===== src/rtl/lsu_pkg.sv =====
// Shared definitions for the load/store unit.
// Holds the FSM state encoding and the RV32I load/store funct3 codes
// that the top level and the lane-alignment logic both decode.
package lsu_pkg;

   typedef enum logic [1:0] {
      IDLE   = 2'd0,
      ISSUE  = 2'd1,
      WAIT_R = 2'd2,
      DONE   = 2'd3
   } lsu_state_t;

   localparam logic [2:0] F3_B  = 3'd0;
   localparam logic [2:0] F3_H  = 3'd1;
   localparam logic [2:0] F3_W  = 3'd2;
   localparam logic [2:0] F3_BU = 3'd4;
   localparam logic [2:0] F3_HU = 3'd5;

endpackage


===== src/rtl/lsu_lane_align.sv =====
// Combinational byte-lane logic for the load/store unit.
// Ports:
//   store      in  1 = store access, 0 = load access
//   funct3     in  RV32I size/sign code
//   offset     in  byte offset within the word (addr[1:0])
//   wdata      in  right-justified store data
//   rdata      in  raw word returned by memory
//   be         out byte enables for the memory access
//   wdata_lane out store data replicated across all lanes (0 for loads)
//   rdata_ext  out lane-selected, sign/zero-extended load data
//   illegal    out access is misaligned or funct3 is not a valid code
module lsu_lane_align
   import lsu_pkg::*;
#(
   parameter int DATA_WIDTH = 32,
   parameter int BE_WIDTH   = DATA_WIDTH / 8
) (
   input  logic                  store,
   input  logic [2:0]            funct3,
   input  logic [1:0]            offset,
   input  logic [DATA_WIDTH-1:0] wdata,
   input  logic [DATA_WIDTH-1:0] rdata,
   output logic [BE_WIDTH-1:0]   be,
   output logic [DATA_WIDTH-1:0] wdata_lane,
   output logic [DATA_WIDTH-1:0] rdata_ext,
   output logic                  illegal
);

   logic [7:0]  byte_sel;
   logic [15:0] half_sel;

   always_comb begin
      case (offset)
         2'd0:    byte_sel = rdata[7:0];
         2'd1:    byte_sel = rdata[15:8];
         2'd2:    byte_sel = rdata[23:16];
         default: byte_sel = rdata[31:24];
      endcase
      half_sel = offset[1] ? rdata[31:16] : rdata[15:0];
   end

   always_comb begin
      be         = '0;
      wdata_lane = '0;
      rdata_ext  = '0;
      illegal    = 1'b0;

      // Size / alignment check and load extension share the funct3 decode;
      // funct3[2] selects zero extension for the unsigned variants.
      case (funct3)
         F3_B, F3_BU: begin
            rdata_ext = funct3[2] ? {24'd0, byte_sel} : {{24{byte_sel[7]}}, byte_sel};
         end
         F3_H, F3_HU: begin
            illegal   = offset[0];
            rdata_ext = funct3[2] ? {16'd0, half_sel} : {{16{half_sel[15]}}, half_sel};
         end
         F3_W: begin
            illegal   = (offset != 2'd0);
            rdata_ext = rdata;
         end
         default: illegal = 1'b1;
      endcase

      if (store) begin
         // Stores have no unsigned variants.
         if (funct3[2])
            illegal = 1'b1;
         case (funct3[1:0])
            2'd0: begin
               be         = BE_WIDTH'(4'b0001 << offset);
               wdata_lane = {4{wdata[7:0]}};
            end
            2'd1: begin
               be         = offset[1] ? BE_WIDTH'(4'b1100) : BE_WIDTH'(4'b0011);
               wdata_lane = {2{wdata[15:0]}};
            end
            default: begin
               be         = '1;
               wdata_lane = wdata;
            end
         endcase
      end else begin
         be = '1;
      end
   end

endmodule


===== src/rtl/load_store_unit.sv =====
// Load/store unit: initiator side of the data-memory interface.
// Accepts one request at a time from the execute stage, issues a single
// word-aligned memory access with byte enables and returns extended load
// data (or an error for misaligned / illegal accesses) as a one-cycle pulse.
// Ports:
//   clk, rst_n        clock, synchronous active-low reset
//   req_valid/ready   core request handshake
//   req_store         1 = store, 0 = load
//   req_funct3        RV32I size/sign code
//   req_addr          byte address
//   req_wdata         right-justified store data
//   resp_valid        one-cycle completion pulse
//   resp_rdata        extended load data (0 for stores and errors)
//   resp_err          misaligned or illegal access
//   mem_req/gnt       memory request handshake
//   mem_we, mem_be    write enable, byte enables
//   mem_addr          word-aligned address
//   mem_wdata         lane-replicated store data
//   mem_rvalid/rdata  read data return
module load_store_unit
   import lsu_pkg::*;
#(
   parameter int DATA_WIDTH = 32,
   parameter int BE_WIDTH   = DATA_WIDTH / 8
) (
   input  logic                  clk,
   input  logic                  rst_n,
   input  logic                  req_valid,
   output logic                  req_ready,
   input  logic                  req_store,
   input  logic [2:0]            req_funct3,
   input  logic [DATA_WIDTH-1:0] req_addr,
   input  logic [DATA_WIDTH-1:0] req_wdata,
   output logic                  resp_valid,
   output logic [DATA_WIDTH-1:0] resp_rdata,
   output logic                  resp_err,
   output logic                  mem_req,
   input  logic                  mem_gnt,
   output logic                  mem_we,
   output logic [BE_WIDTH-1:0]   mem_be,
   output logic [DATA_WIDTH-1:0] mem_addr,
   output logic [DATA_WIDTH-1:0] mem_wdata,
   input  logic                  mem_rvalid,
   input  logic [DATA_WIDTH-1:0] mem_rdata
);

   lsu_state_t            state;
   logic                  store_q;
   logic [2:0]            funct3_q;
   logic [DATA_WIDTH-1:0] addr_q;
   logic [DATA_WIDTH-1:0] wdata_q;
   logic [DATA_WIDTH-1:0] rdata_q;
   logic                  err_q;

   logic                  in_idle;
   logic                  sel_store;
   logic [2:0]            sel_funct3;
   logic [1:0]            sel_offset;
   logic [DATA_WIDTH-1:0] sel_wdata;
   logic [BE_WIDTH-1:0]   lane_be;
   logic [DATA_WIDTH-1:0] lane_wdata;
   logic [DATA_WIDTH-1:0] lane_rdata;
   logic                  lane_illegal;

   // In IDLE the aligner looks at the incoming request so the legality
   // decision is ready at the accept edge; afterwards it sees the latched
   // copy, which keeps mem_* stable while waiting for the grant.
   assign in_idle    = (state == IDLE);
   assign sel_store  = in_idle ? req_store       : store_q;
   assign sel_funct3 = in_idle ? req_funct3      : funct3_q;
   assign sel_offset = in_idle ? req_addr[1:0]   : addr_q[1:0];
   assign sel_wdata  = in_idle ? req_wdata       : wdata_q;

   lsu_lane_align #(
      .DATA_WIDTH (DATA_WIDTH),
      .BE_WIDTH   (BE_WIDTH)
   ) u_lane_align (
      .store      (sel_store),
      .funct3     (sel_funct3),
      .offset     (sel_offset),
      .wdata      (sel_wdata),
      .rdata      (mem_rdata),
      .be         (lane_be),
      .wdata_lane (lane_wdata),
      .rdata_ext  (lane_rdata),
      .illegal    (lane_illegal)
   );

   always_ff @(posedge clk) begin
      if (!rst_n) begin
         state    <= IDLE;
         store_q  <= 1'b0;
         funct3_q <= '0;
         addr_q   <= '0;
         wdata_q  <= '0;
         rdata_q  <= '0;
         err_q    <= 1'b0;
      end else begin
         case (state)
            IDLE: begin
               if (req_valid) begin
                  store_q  <= req_store;
                  funct3_q <= req_funct3;
                  addr_q   <= req_addr;
                  wdata_q  <= req_wdata;
                  rdata_q  <= '0;
                  err_q    <= lane_illegal;
                  state    <= lane_illegal ? DONE : ISSUE;
               end
            end
            ISSUE: begin
               if (mem_gnt)
                  state <= store_q ? DONE : WAIT_R;
            end
            WAIT_R: begin
               if (mem_rvalid) begin
                  rdata_q <= lane_rdata;
                  state   <= DONE;
               end
            end
            DONE:    state <= IDLE;
            default: state <= IDLE;
         endcase
      end
   end

   // Moore outputs decoded from the state register and latched request.
   assign req_ready  = (state == IDLE);
   assign resp_valid = (state == DONE);
   assign resp_rdata = (state == DONE) ? rdata_q : '0;
   assign resp_err   = (state == DONE) & err_q;

   assign mem_req    = (state == ISSUE);
   assign mem_we     = mem_req & store_q;
   assign mem_be     = mem_req ? lane_be : '0;
   assign mem_addr   = mem_req ? {addr_q[DATA_WIDTH-1:2], 2'b00} : '0;
   assign mem_wdata  = (mem_req & store_q) ? lane_wdata : '0;

endmodule


===== config.mk =====
export PLATFORM = sky130hd
export DESIGN_NAME = load_store_unit
export DESIGN_NICKNAME = d
export VERILOG_FILES = /design/src/rtl/lsu_pkg.sv /design/src/rtl/lsu_lane_align.sv /design/src/rtl/load_store_unit.sv
export SDC_FILE = /design/constraint.sdc
export NUM_CORES = 1
export LEC_CHECK = 0
export CAP_MARGIN = 20
export CORE_ASPECT_RATIO = 0.5
export CORE_MARGIN = 2
export CORE_UTILIZATION = 30
export CTS_BUF_LIST = sky130_fd_sc_hd__clkbuf_16
export DETAILED_ROUTE_END_ITERATION = 8
export DONT_BUFFER_PORTS = 1
export GPL_ROUTABILITY_DRIVEN = 0
export MAX_ROUTING_LAYER = met4
export PLACE_DENSITY = 0.54
export SETUP_SLACK_MARGIN = 0.5
export SKIP_CTS_REPAIR_TIMING = 1
export SYNTH_ARGS = -nofsm -noshare
export SYNTH_HDL_FRONTEND = slang
export SYNTH_HIERARCHICAL = 1
export SYNTH_SLANG_ARGS = --single-unit

===== constraint.sdc =====
create_clock -name clk -period 3.1 [get_ports clk]
set_input_delay 0.31 -clock clk [delete_from_list [all_inputs] [get_ports clk]]
set_output_delay 0.31 -clock clk [all_outputs]
set_load 0.02 [all_outputs]

==> reports/metrics.cfg, run 1 <==
[status]
result_of_the_run = completed

[critical_path]
startpoint_type = flop
critical_path_maximum_fanout = 8
end_kind = flop
arrival_time_at_the_worst_endpoint_ns = 2.88
crit_type = flop to flop
worstPathCellList = inv_4 -> ha_4 -> buf_6 -> mux2_4 -> mux2_4 -> a222oi_1 -> bufbuf_16 -> a211oi_1 -> nand3_1 -> a21oi_1
worst_path_largest_cell_delay_ns = 0.42
critPathSlowestCell = sky130_fd_sc_hd__a222oi_1
critPathRequiredTime_ns = 3.30
cp_common_cell = sky130_fd_sc_hd__mux2_4

[floorplan]
num_io_pins = 210
fp.dieArea_mm2 = 0.02258
die_w_um = 210.5
std_cell_rows = 37
dieHeight_um = 107.3
core-area_mm2 = 0.02074
start_util = 0.3085

[synth]
synth.lib_cells_used.distinct = 39
syn_area_mm2 = 0.006399
cells_taking_the_most_area_after_synthesis = sky130_fd_sc_hd__dfxtp_1 (32%), sky130_fd_sc_hd__nand2_1 (11%), sky130_fd_sc_hd__mux2_2 (9.5%)
post_synth_xor_area_fraction = 0
synth-adder-area-share = 0.01173
library_cell_with_the_highest_instance_count_after_synthesis = sky130_fd_sc_hd__nand2_1
synth-seq-cells = 103
main_combinational_cell_family_by_area_after_synthesis = simple AND/OR/NAND/NOR gates
synth_area_leader_cell = sky130_fd_sc_hd__dfxtp_1
synth-simple-area-share = 0.2712
ys.warnings.count = 6
synth_enable_flop_cells = 0
syn-mean-instance-area_um2 = 7.590
post_synthesis_mux_area_share = 0.1521
synth-seq-area-share = 0.3223
netlist_instances = 843
ys_async_sr_fraction = 0
synth_common_cells = sky130_fd_sc_hd__nand2_1 (193), sky130_fd_sc_hd__a21oi_1 (103), sky130_fd_sc_hd__dfxtp_1 (103)
compound_gate_fraction_of_synth_area = 0.1842
synth_top_flop_cell = sky130_fd_sc_hd__dfxtp_1
synth.top_cell.area_share = 0.3223

[global_route]
overflow = 0
aggregate_global_route_resource_usage = 0.1842
global_route_wire_length_before_repair_um = 31670
vias_in_the_first_global_route = 5422
grt_antenna_before_repair = 0
grt_max_degree = 66

[routing]
wl_um = 21740
antenna_left = 0
post_drt_wl_per_cell_um = 19.71
drt_iter0_drc = 407
post-route-drc-count = 0
via_density_per_instance = 5.390
firstDrtPassIters = 5
route.vias.total = 5945

[pwr]
proportion_of_power_drawn_by_the_clock_network = 0.160
switching_power_total_mw = 3.250
p_int_mw = 4.170
p_total_mw = 7.420
leakage_power_nw = 2.883
seq_power_share = 0.218
sw_frac_of_total = 0.4380
power.density_mw_per_mm2 = 972.2
pwr-share-comb = 0.621
vdd.ir_drop.worst_mv = 0.4530

[placement]
numPortBuffers = 0
pre_cts_slack_ns = 0.4705
dpl.cell_count = 1056
place.detailed.hpwl_um = 14910

[sta]
worst_tran_pin_value_ns = 0.9219
max_freq_mhz = 372.9
fin_worst_skew_ns = 0.01040
final_critical_path_setup_slack_ns = 0.4186
period_minus_slack_ns = 2.681
finalHoldViolations = 0
final_layout_setup_total_negative_slack_ns = 0
final.period_utilization = 0.8650
final_slew_violations = 0
grt_setup_unrepaired = yes
setup_viol = 0
maxSlewHeadroom = 0.3854

[clock_tree]
worstSkewPairLatency_ns = 0.36
cts_tree = yes
cts.sink_count = 103
clockBufferDepth = 2
cts_inserted_buffers = 9
clkSlewWorstSetupHoldPaths_ns = 0.07
root_buffer = sky130_fd_sc_hd__clkbuf_16
h-tree-depth = 3

[final_layout]
area_delta_synth_final_pct = 19.28
drive_above_1_share = 0.2470
final_core_util = 0.3680
antenna_diodes = 0
final_net_count = 936
fillers = 2171
post_layout_cell_count = 1103

[min_path]
hold_path.class = primary input to flop

[run]
drv_cap = 0

-- cells by family after synthesis --
group                      count (synthesis)
AOI/OAI and AO/OA                        202
adders and majority gates                  6
buffers and inverters                     88
DFF                                      103
muxes                                     80
other                                      1
and+or+nand+nor                          363
-- metrics by stage --
step                      hold WS, ns  instance area (µm²)
after detailed placement       0.4408                 6644
final                         0.06812                 7632
after global placement         0.4364                 6644
after floorplan                0.4317                 6454
after CTS                     0.05737                 6947
after global routing          0.04892                 7632
-- area by class of cell --
type / instances / area [µm²] / share of cell area
multi-input combinational: 653 / 4289 / 0.5620
sequential: 103 / 2067 / 0.2708
timing repair buffer: 52 / 599.3 / 0.07852
tap: 273 / 341.6 / 0.04475
clock buffer: 9 / 225.2 / 0.02951
clock inverter: 7 / 77.57 / 0.01016
inverter: 6 / 32.53 / 0.004262
-- registers in the layout, summed over array words and instances, names as in the netlist --
signal	flops
wdata_q	32
addr_q	32
state	2
rdata_q	32
funct3_q	3
store_q	1
err_q	1
-- worst paths after layout --
kind | startpoint | to | slack, ns | cells past startpoint
worst max-delay path | state[0]$_SDFFE_PN0P_ | rdata_q[29]$_SDFFE_PN0P_ | 0.42 | 10
worst max register to register | state[0]$_SDFFE_PN0P_ | rdata_q[29]$_SDFFE_PN0P_ | 0.42 | 10
worst min register to register | addr_q[7]$_SDFFE_PN0P_ | addr_q[7]$_SDFFE_PN0P_ | 0.45 | 2
worst min-delay path | rst_n | state[0]$_SDFFE_PN0P_ | 0.07 | 1
-- routing by layer --
metal	global-route usage	part of all wire	vias up
met5	-	0	-
met4	0.06187	0.022	0
met3	0.03763	0.051	34
met2	0.2871	0.47	180
met1	0.2395	0.46	2885
li1	-	-	2846
-- critical path: cells and delay by family, from the launching register on --
kind	cells	cell delay (ns)
simple gates	1	0.10
buf+inv	3	0.58
compound gates	3	0.55
flops	1	0.37
fa+ha+maj	1	0.27
mux	2	0.65
-- placed cells by master, fill, tap and decap left out, drive strengths merged, types with 32 or more instances in the layout --
master | netlist | layout
a21oi | 103 | 103
and2 | 78 | 78
buf | 21 | 48
and3 | 32 | 32
o21ai | 44 | 44
nand3 | 33 | 33
nand2 | 193 | 193
mux2 | 55 | 55
dfxtp | 103 | 103
-- power by group through the flow --
stage                     clock, mW  combinational, mW  sequential [mW]
after floorplan                   0               2.81             1.62
final                          1.19               4.61             1.62
after global routing           1.26               4.94             1.65
after CTS                      1.22               3.65             1.62
after global placement            0               3.62             1.64
after detailed placement          0               3.63             1.65
(Power assumes the default switching activity.)
==> inputs of run 2 (changes only) <==
HOLD_SLACK_MARGIN = 0.12   (was not set)
TNS_END_PERCENT = 100   (was not set)
==> run 2 against run 1 <==
Core utilization rose by 3.2 points. First-iteration DRC count rose by 15%. Fmax fell by 0.15%. Count of clock-buffer cells in the layout did not move. Highest routed layer unchanged. Largest power group unchanged. Flip-flop and latch count did not move. Final cell count rose by 6.1%. Global-route usage did not move. Critical path depth did not move. Clock power barely moved. Cell area rose by 8.8%. Worst hold slack improved by 0.032 ns. Critical endpoint is now rdata_q[22]$_SDFFE_PN0P_. Setup slack got worse by 0.0039 ns.
==> reports/metrics.cfg, run 2 (synthesis results as in run 1) <==
[critical_path]
crit-reg2reg-launch = state[0]$_SDFFE_PN0P_
startpoint_type = flop
crit_type = flop to flop
critical_path_maximum_fanout = 8  ; unchanged
end_kind = flop
cp-startpoint = state[0]$_SDFFE_PN0P_
arrival_time_at_the_worst_endpoint_ns = 2.89  ; about the same
critPathRequiredTime_ns = 3.30  ; about the same

[clock_tree]
clkSlewWorstSetupHoldPaths_ns = 0.08  ; about the same
cts_inserted_buffers = 9  ; unchanged
cts_tree = yes
clockBufferDepth = 2  ; unchanged
root_buffer = sky130_fd_sc_hd__clkbuf_16
worstSkewPairLatency_ns = 0.36  ; about the same
h-tree-depth = 3  ; unchanged
cts.sink_count = 103  ; unchanged

[routing]
post_drt_wl_per_cell_um = 19.71  ; about the same
drt_iter0_drc = 467  ; +15%
route.vias.total = 6295  ; +5.9%
firstDrtPassIters = 5  ; unchanged
wl_um = 23060  ; +6.1%
antenna_left = 0  ; unchanged
post-route-drc-count = 0  ; unchanged
via_density_per_instance = 5.380  ; -0.18%

[pwr]
leakage_power_nw = 3.163  ; +9.7%
p_total_mw = 7.524  ; +1.4%
vdd.ir_drop.worst_mv = 0.4531  ; about the same
power.density_mw_per_mm2 = 906.1  ; -6.8%

[floorplan]
num_io_pins = 210  ; unchanged
start_util = 0.3085  ; unchanged
std_cell_rows = 37  ; unchanged
fp.dieArea_mm2 = 0.02258  ; unchanged
die_w_um = 210.5  ; unchanged
core-area_mm2 = 0.02074  ; unchanged
dieHeight_um = 107.3  ; unchanged

[final_layout]
fillers = 2113  ; -2.7%
drive_above_1_share = 0.2285  ; -0.01845
largestRegisters = addr_q x32, rdata_q x32, wdata_q x32
area_delta_synth_final_pct = 29.76
antenna_diodes = 0  ; unchanged
finish.instance_area_mm2 = 0.008303  ; +8.8%
layout.cells.most_common_list = sky130_fd_sc_hd__nand2_1 (182), sky130_fd_sc_hd__a21oi_1 (102), sky130_fd_sc_hd__dfxtp_1 (101)
commonest_non_fill_non_tap_cell_in_the_layout = sky130_fd_sc_hd__nand2_1
final_net_count = 1003  ; +7.2%

[sta]
final_slew_violations = 0  ; unchanged
finalHoldViolations = 0  ; unchanged
hold-worst-slack_ns = 0.09990  ; +0.03178 ns
final.period_utilization = 0.8663  ; +0.001268
worst_tran_pin_value_ns = 0.9315  ; +0.009623 ns
maxSlewHeadroom = 0.3783  ; -0.007138
setup_viol = 0  ; unchanged
period_minus_slack_ns = 2.685  ; +0.003931 ns
max_freq_mhz = 372.4  ; -0.15%
final_layout_setup_total_negative_slack_ns = 0  ; unchanged
fin_worst_skew_ns = 0.01005  ; -0.0003491 ns
grt_setup_unrepaired = yes

[global_route]
global_route_wire_length_before_repair_um = 31670  ; unchanged
grt_max_degree = 66  ; unchanged
overflow = 0  ; unchanged
vias_in_the_first_global_route = 5422  ; unchanged
grt_antenna_before_repair = 0  ; unchanged
aggregate_global_route_resource_usage = 0.1842  ; unchanged

[min_path]
holdCritStartpoint = req_addr[18]
hold_path.class = primary input to flop

[placement]
numPortBuffers = 0  ; unchanged
place.detailed.hpwl_um = 14910  ; unchanged
dpl_cell_area_mm2 = 0.006644  ; unchanged

[status]
result_of_the_run = completed

[run]
drv_cap = 0  ; unchanged

run 2: changes by cell type in the layout (fill, tap and decap cells not counted), sizes merged:
cell         change
dlygate4sd3     +67
run 2: worst max-delay path, stage by stage (launching register included):
cell and delay [ns]:
sky130_fd_sc_hd__dfxtp_4 0.37, sky130_fd_sc_hd__inv_4 0.07, sky130_fd_sc_hd__ha_4 0.27, sky130_fd_sc_hd__buf_6 0.16
sky130_fd_sc_hd__mux2_4 0.33, sky130_fd_sc_hd__mux2_4 0.32, sky130_fd_sc_hd__a222oi_1 0.42, sky130_fd_sc_hd__bufbuf_16 0.35
sky130_fd_sc_hd__a211oi_2 0.07, sky130_fd_sc_hd__nand3_1 0.11, sky130_fd_sc_hd__a21oi_1 0.06
run 2: cell type report:
cell class,instances,area (µm²),share of cell area
tap,273,341.6,0.04114
multi-input combinational,653,4289,0.5166
sequential,103,2067,0.2489
clock buffer,9,225.2,0.02712
timing repair buffer,119,1270,0.1530
clock inverter,7,77.57,0.009343
inverter,6,32.53,0.003918
run 2: worst paths after layout:
kind | to | slack, ns | cells after the start
max | rdata_q[22]$_SDFFE_PN0P_ | 0.41 | 10
min | addr_q[18]$_SDFFE_PN0P_ | 0.1 | 2
max reg2reg | rdata_q[22]$_SDFFE_PN0P_ | 0.41 | 10
min reg2reg | err_q$_SDFFE_PN0P_ | 0.45 | 2
run 2: layer usage:
metal,vias to the layer above,GRT usage,wire length [µm]
met5,-,-,0
met4,0,0.06187,412
met3,33,0.03763,1191
met2,213,0.2871,11180
met1,3064,0.2395,10270
li1,2985,-,-
run 2: where the power goes:
part	leakage [nW]	total, mW	internal (mW)	switching (mW)
combinational	2.18	4.71	2.07	2.64
clock	0.147	1.20	0.636	0.559
sequential	0.841	1.62	1.52	0.101
total	3.16	7.52	4.23	3.30
run 2: metrics by stage:
stage	utilization	instances	worst slack [ns]
floorplan	-	844	0.3894
global placement	0.3203	1056	0.5096
detailed placement	0.3203	1056	0.4705
CTS	0.3349	1072	0.1064
global route	0.4003	1170	0.3256
finish	0.4003	1170	0.4146
==> inputs of run 3 (changes only) <==
HOLD_SLACK_MARGIN = 0.1   (was 0.12)
==> run 3 against run 2 <==
Critical path depth is the same. First-iteration DRC count increased by 3.6%. Critical endpoint unchanged. Fmax rose by 0.83%. Highest routed layer unchanged. Cell area down 1.3%. Sequential power about the same. Die area unchanged. Largest cell class unchanged. Via count fell by 0.52%. Final cell count fell by 0.94%.
==> reports/metrics.cfg, run 3 (synthesis results as in run 1) <==
[status]
result_of_the_run = completed

[clock_tree]
clockBufferDepth = 2  ; unchanged
clkSlewWorstSetupHoldPaths_ns = 0.08  ; about the same
worstSkewPairLatency_ns = 0.36  ; about the same
cts_inserted_buffers = 9  ; unchanged
root_buffer = sky130_fd_sc_hd__clkbuf_16
h-tree-depth = 3  ; unchanged
cts_tree = yes
cts.sink_count = 103  ; unchanged

[global_route]
overflow = 0  ; unchanged
grtUsageMet2 = 0.2871  ; unchanged
grt_antenna_before_repair = 0  ; unchanged
grt_max_degree = 66  ; unchanged
vias_in_the_first_global_route = 5422  ; unchanged
grt_use_met3 = 0.03763  ; unchanged
aggregate_global_route_resource_usage = 0.1842  ; unchanged
layer_with_the_highest_usage = met2
global_route_wire_length_before_repair_um = 31670  ; unchanged
met1_routing_resource_usage_after_global_routing = 0.2395  ; unchanged

[sta]
fin_worst_skew_ns = 0.01118  ; +0.001135 ns
max_freq_mhz = 375.5  ; +0.83%
final_layout_setup_total_negative_slack_ns = 0  ; unchanged
final.period_utilization = 0.8591  ; -0.007125
hold-worst-slack_ns = 0.07919  ; -0.02071 ns
final_slew_violations = 0  ; unchanged
worst_tran_pin_value_ns = 0.9320  ; +0.0005408 ns
period_minus_slack_ns = 2.663  ; -0.02209 ns
grt_setup_unrepaired = yes
maxSlewHeadroom = 0.3779  ; about the same
setup_viol = 0  ; unchanged
finalHoldViolations = 0  ; unchanged

[critical_path]
end_kind = flop
critical_path_maximum_fanout = 8  ; unchanged
timing.rr.end = rdata_q[22]$_SDFFE_PN0P_
startpoint_type = flop
crit-reg2reg-launch = state[0]$_SDFFE_PN0P_
critPathRequiredTime_ns = 3.30  ; about the same
crit_type = flop to flop
setup.reg_to_reg.worst_slack_ns = 0.44  ; +0.02 ns
cp-startpoint = state[0]$_SDFFE_PN0P_
capturing_instance_or_port_of_the_critical_path = rdata_q[22]$_SDFFE_PN0P_
arrival_time_at_the_worst_endpoint_ns = 2.87  ; -0.02 ns
worstRegToRegCells = 10  ; unchanged

[floorplan]
die_w_um = 210.5  ; unchanged
core-area_mm2 = 0.02074  ; unchanged
num_io_pins = 210  ; unchanged
std_cell_rows = 37  ; unchanged
dieHeight_um = 107.3  ; unchanged
start_util = 0.3085  ; unchanged
fp.dieArea_mm2 = 0.02258  ; unchanged

[final_layout]
final_net_count = 992  ; -1.1%
drive_above_1_share = 0.2314  ; +0.002837
largestRegisters = addr_q x32, rdata_q x32, wdata_q x32
multi_input_comb_area_mm2 = 0.004289  ; unchanged
area.sequential_mm2 = 0.002067  ; unchanged
fillers = 2127  ; +0.66%
commonest_non_fill_non_tap_cell_in_the_layout = sky130_fd_sc_hd__nand2_1
antenna_diodes = 0  ; unchanged
layout.cells.most_common_list = sky130_fd_sc_hd__nand2_1 (182), sky130_fd_sc_hd__a21oi_1 (102), sky130_fd_sc_hd__dfxtp_1 (101)
post_layout_cell_count = 1159  ; -0.94%
area_delta_synth_final_pct = 28.04

[pwr]
sw_frac_of_total = 0.4389  ; +0.0006950
vdd.ir_drop.worst_mv = 0.4579  ; +1.1%
seq_power_share = 0.216  ; about the same
switching_power_total_mw = 3.299  ; about the same
p_total_mw = 7.516  ; about the same
leakage_power_nw = 3.117  ; -1.5%
pwr-share-comb = 0.625  ; about the same
proportion_of_power_drawn_by_the_clock_network = 0.159  ; about the same
power.density_mw_per_mm2 = 917.4  ; +1.2%
p_int_mw = 4.218  ; -0.22%

[routing]
antenna_left = 0  ; unchanged
wl_um = 23000  ; -0.26%
post-route-drc-count = 0  ; unchanged
firstDrtPassIters = 5  ; unchanged
route.vias.total = 6262  ; -0.52%
drt_iter0_drc = 484  ; +3.6%
via_density_per_instance = 5.403  ; +0.42%
post_drt_wl_per_cell_um = 19.84  ; +0.69%

[placement]
place.detailed.hpwl_um = 14910  ; unchanged
numPortBuffers = 0  ; unchanged
dpl.cell_count = 1056  ; unchanged

[run]
drv_cap = 0  ; unchanged

[min_path]
hold_path.class = primary input to flop

[run 3: cell types whose count changed in the layout (fill, tap and decap cells not counted), sizes merged]
cell,delta
dlygate4sd3,-11
[run 3: layout make-up]
cell class                 count  area share
tap                          273     0.04169
clock inverter                 7    0.009469
timing repair buffer         108      0.1416
sequential                   103      0.2523
multi-input combinational    653      0.5235
clock buffer                   9     0.02749
inverter                       6    0.003971
[run 3: worst max-delay path, stage by stage (launching register included)]
cell                        delay, ns
sky130_fd_sc_hd__dfxtp_4         0.37
sky130_fd_sc_hd__inv_4           0.07
sky130_fd_sc_hd__ha_4            0.27
sky130_fd_sc_hd__buf_6           0.16
sky130_fd_sc_hd__mux2_4          0.33
sky130_fd_sc_hd__mux2_4          0.32
sky130_fd_sc_hd__a222oi_1        0.41
sky130_fd_sc_hd__bufbuf_16       0.34
sky130_fd_sc_hd__a211oi_2        0.07
sky130_fd_sc_hd__nand3_1         0.10
sky130_fd_sc_hd__a21oi_1         0.06
[run 3: worst min path at each step]
stage | from | endpoint | slack, ns | cells after the start
floorplan | addr_q[10]$_SDFFE_PN0P_ | addr_q[10]$_SDFFE_PN0P_ | 0.43 | 2
global placement | addr_q[23]$_SDFFE_PN0P_ | addr_q[23]$_SDFFE_PN0P_ | 0.44 | 2
detailed placement | rst_n | state[0]$_SDFFE_PN0P_ | 0.44 | 1
CTS | rst_n | state[0]$_SDFFE_PN0P_ | 0.06 | 1
global route | req_addr[14] | addr_q[14]$_SDFFE_PN0P_ | 0.10 | 2
finish | req_wdata[0] | wdata_q[0]$_SDFFE_PN0P_ | 0.08 | 2
[run 3: power by group through the flow]
stage	combinational, mW	clock [mW]	sequential [mW]
2_1_floorplan	2.81	0	1.62
3_3_place_gp	3.62	0	1.64
3_5_place_dp	3.63	0	1.65
4_1_cts	3.65	1.22	1.62
5_1_grt	5.01	1.27	1.65
6_report	4.70	1.20	1.62
[run 3: stage by stage]
step	setup slack (ns)	cell area, µm²	util
2_1_floorplan	0.3894	6454	-
3_3_place_gp	0.5096	6644	0.3203
3_5_place_dp	0.4705	6644	0.3203
4_1_cts	0.1064	6947	0.3349
5_1_grt	0.3251	8193	0.3950
6_report	0.4367	8193	0.3950
[run 3: routing by layer]
layer / vias up / wire, µm / part of all wire
met3: 36 / 1075 / 0.047
met1: 3065 / 10330 / 0.45
li1: 2960 / - / -
met4: 0 / 451 / 0.020
met2: 201 / 11140 / 0.48
met5: - / 0 / 0
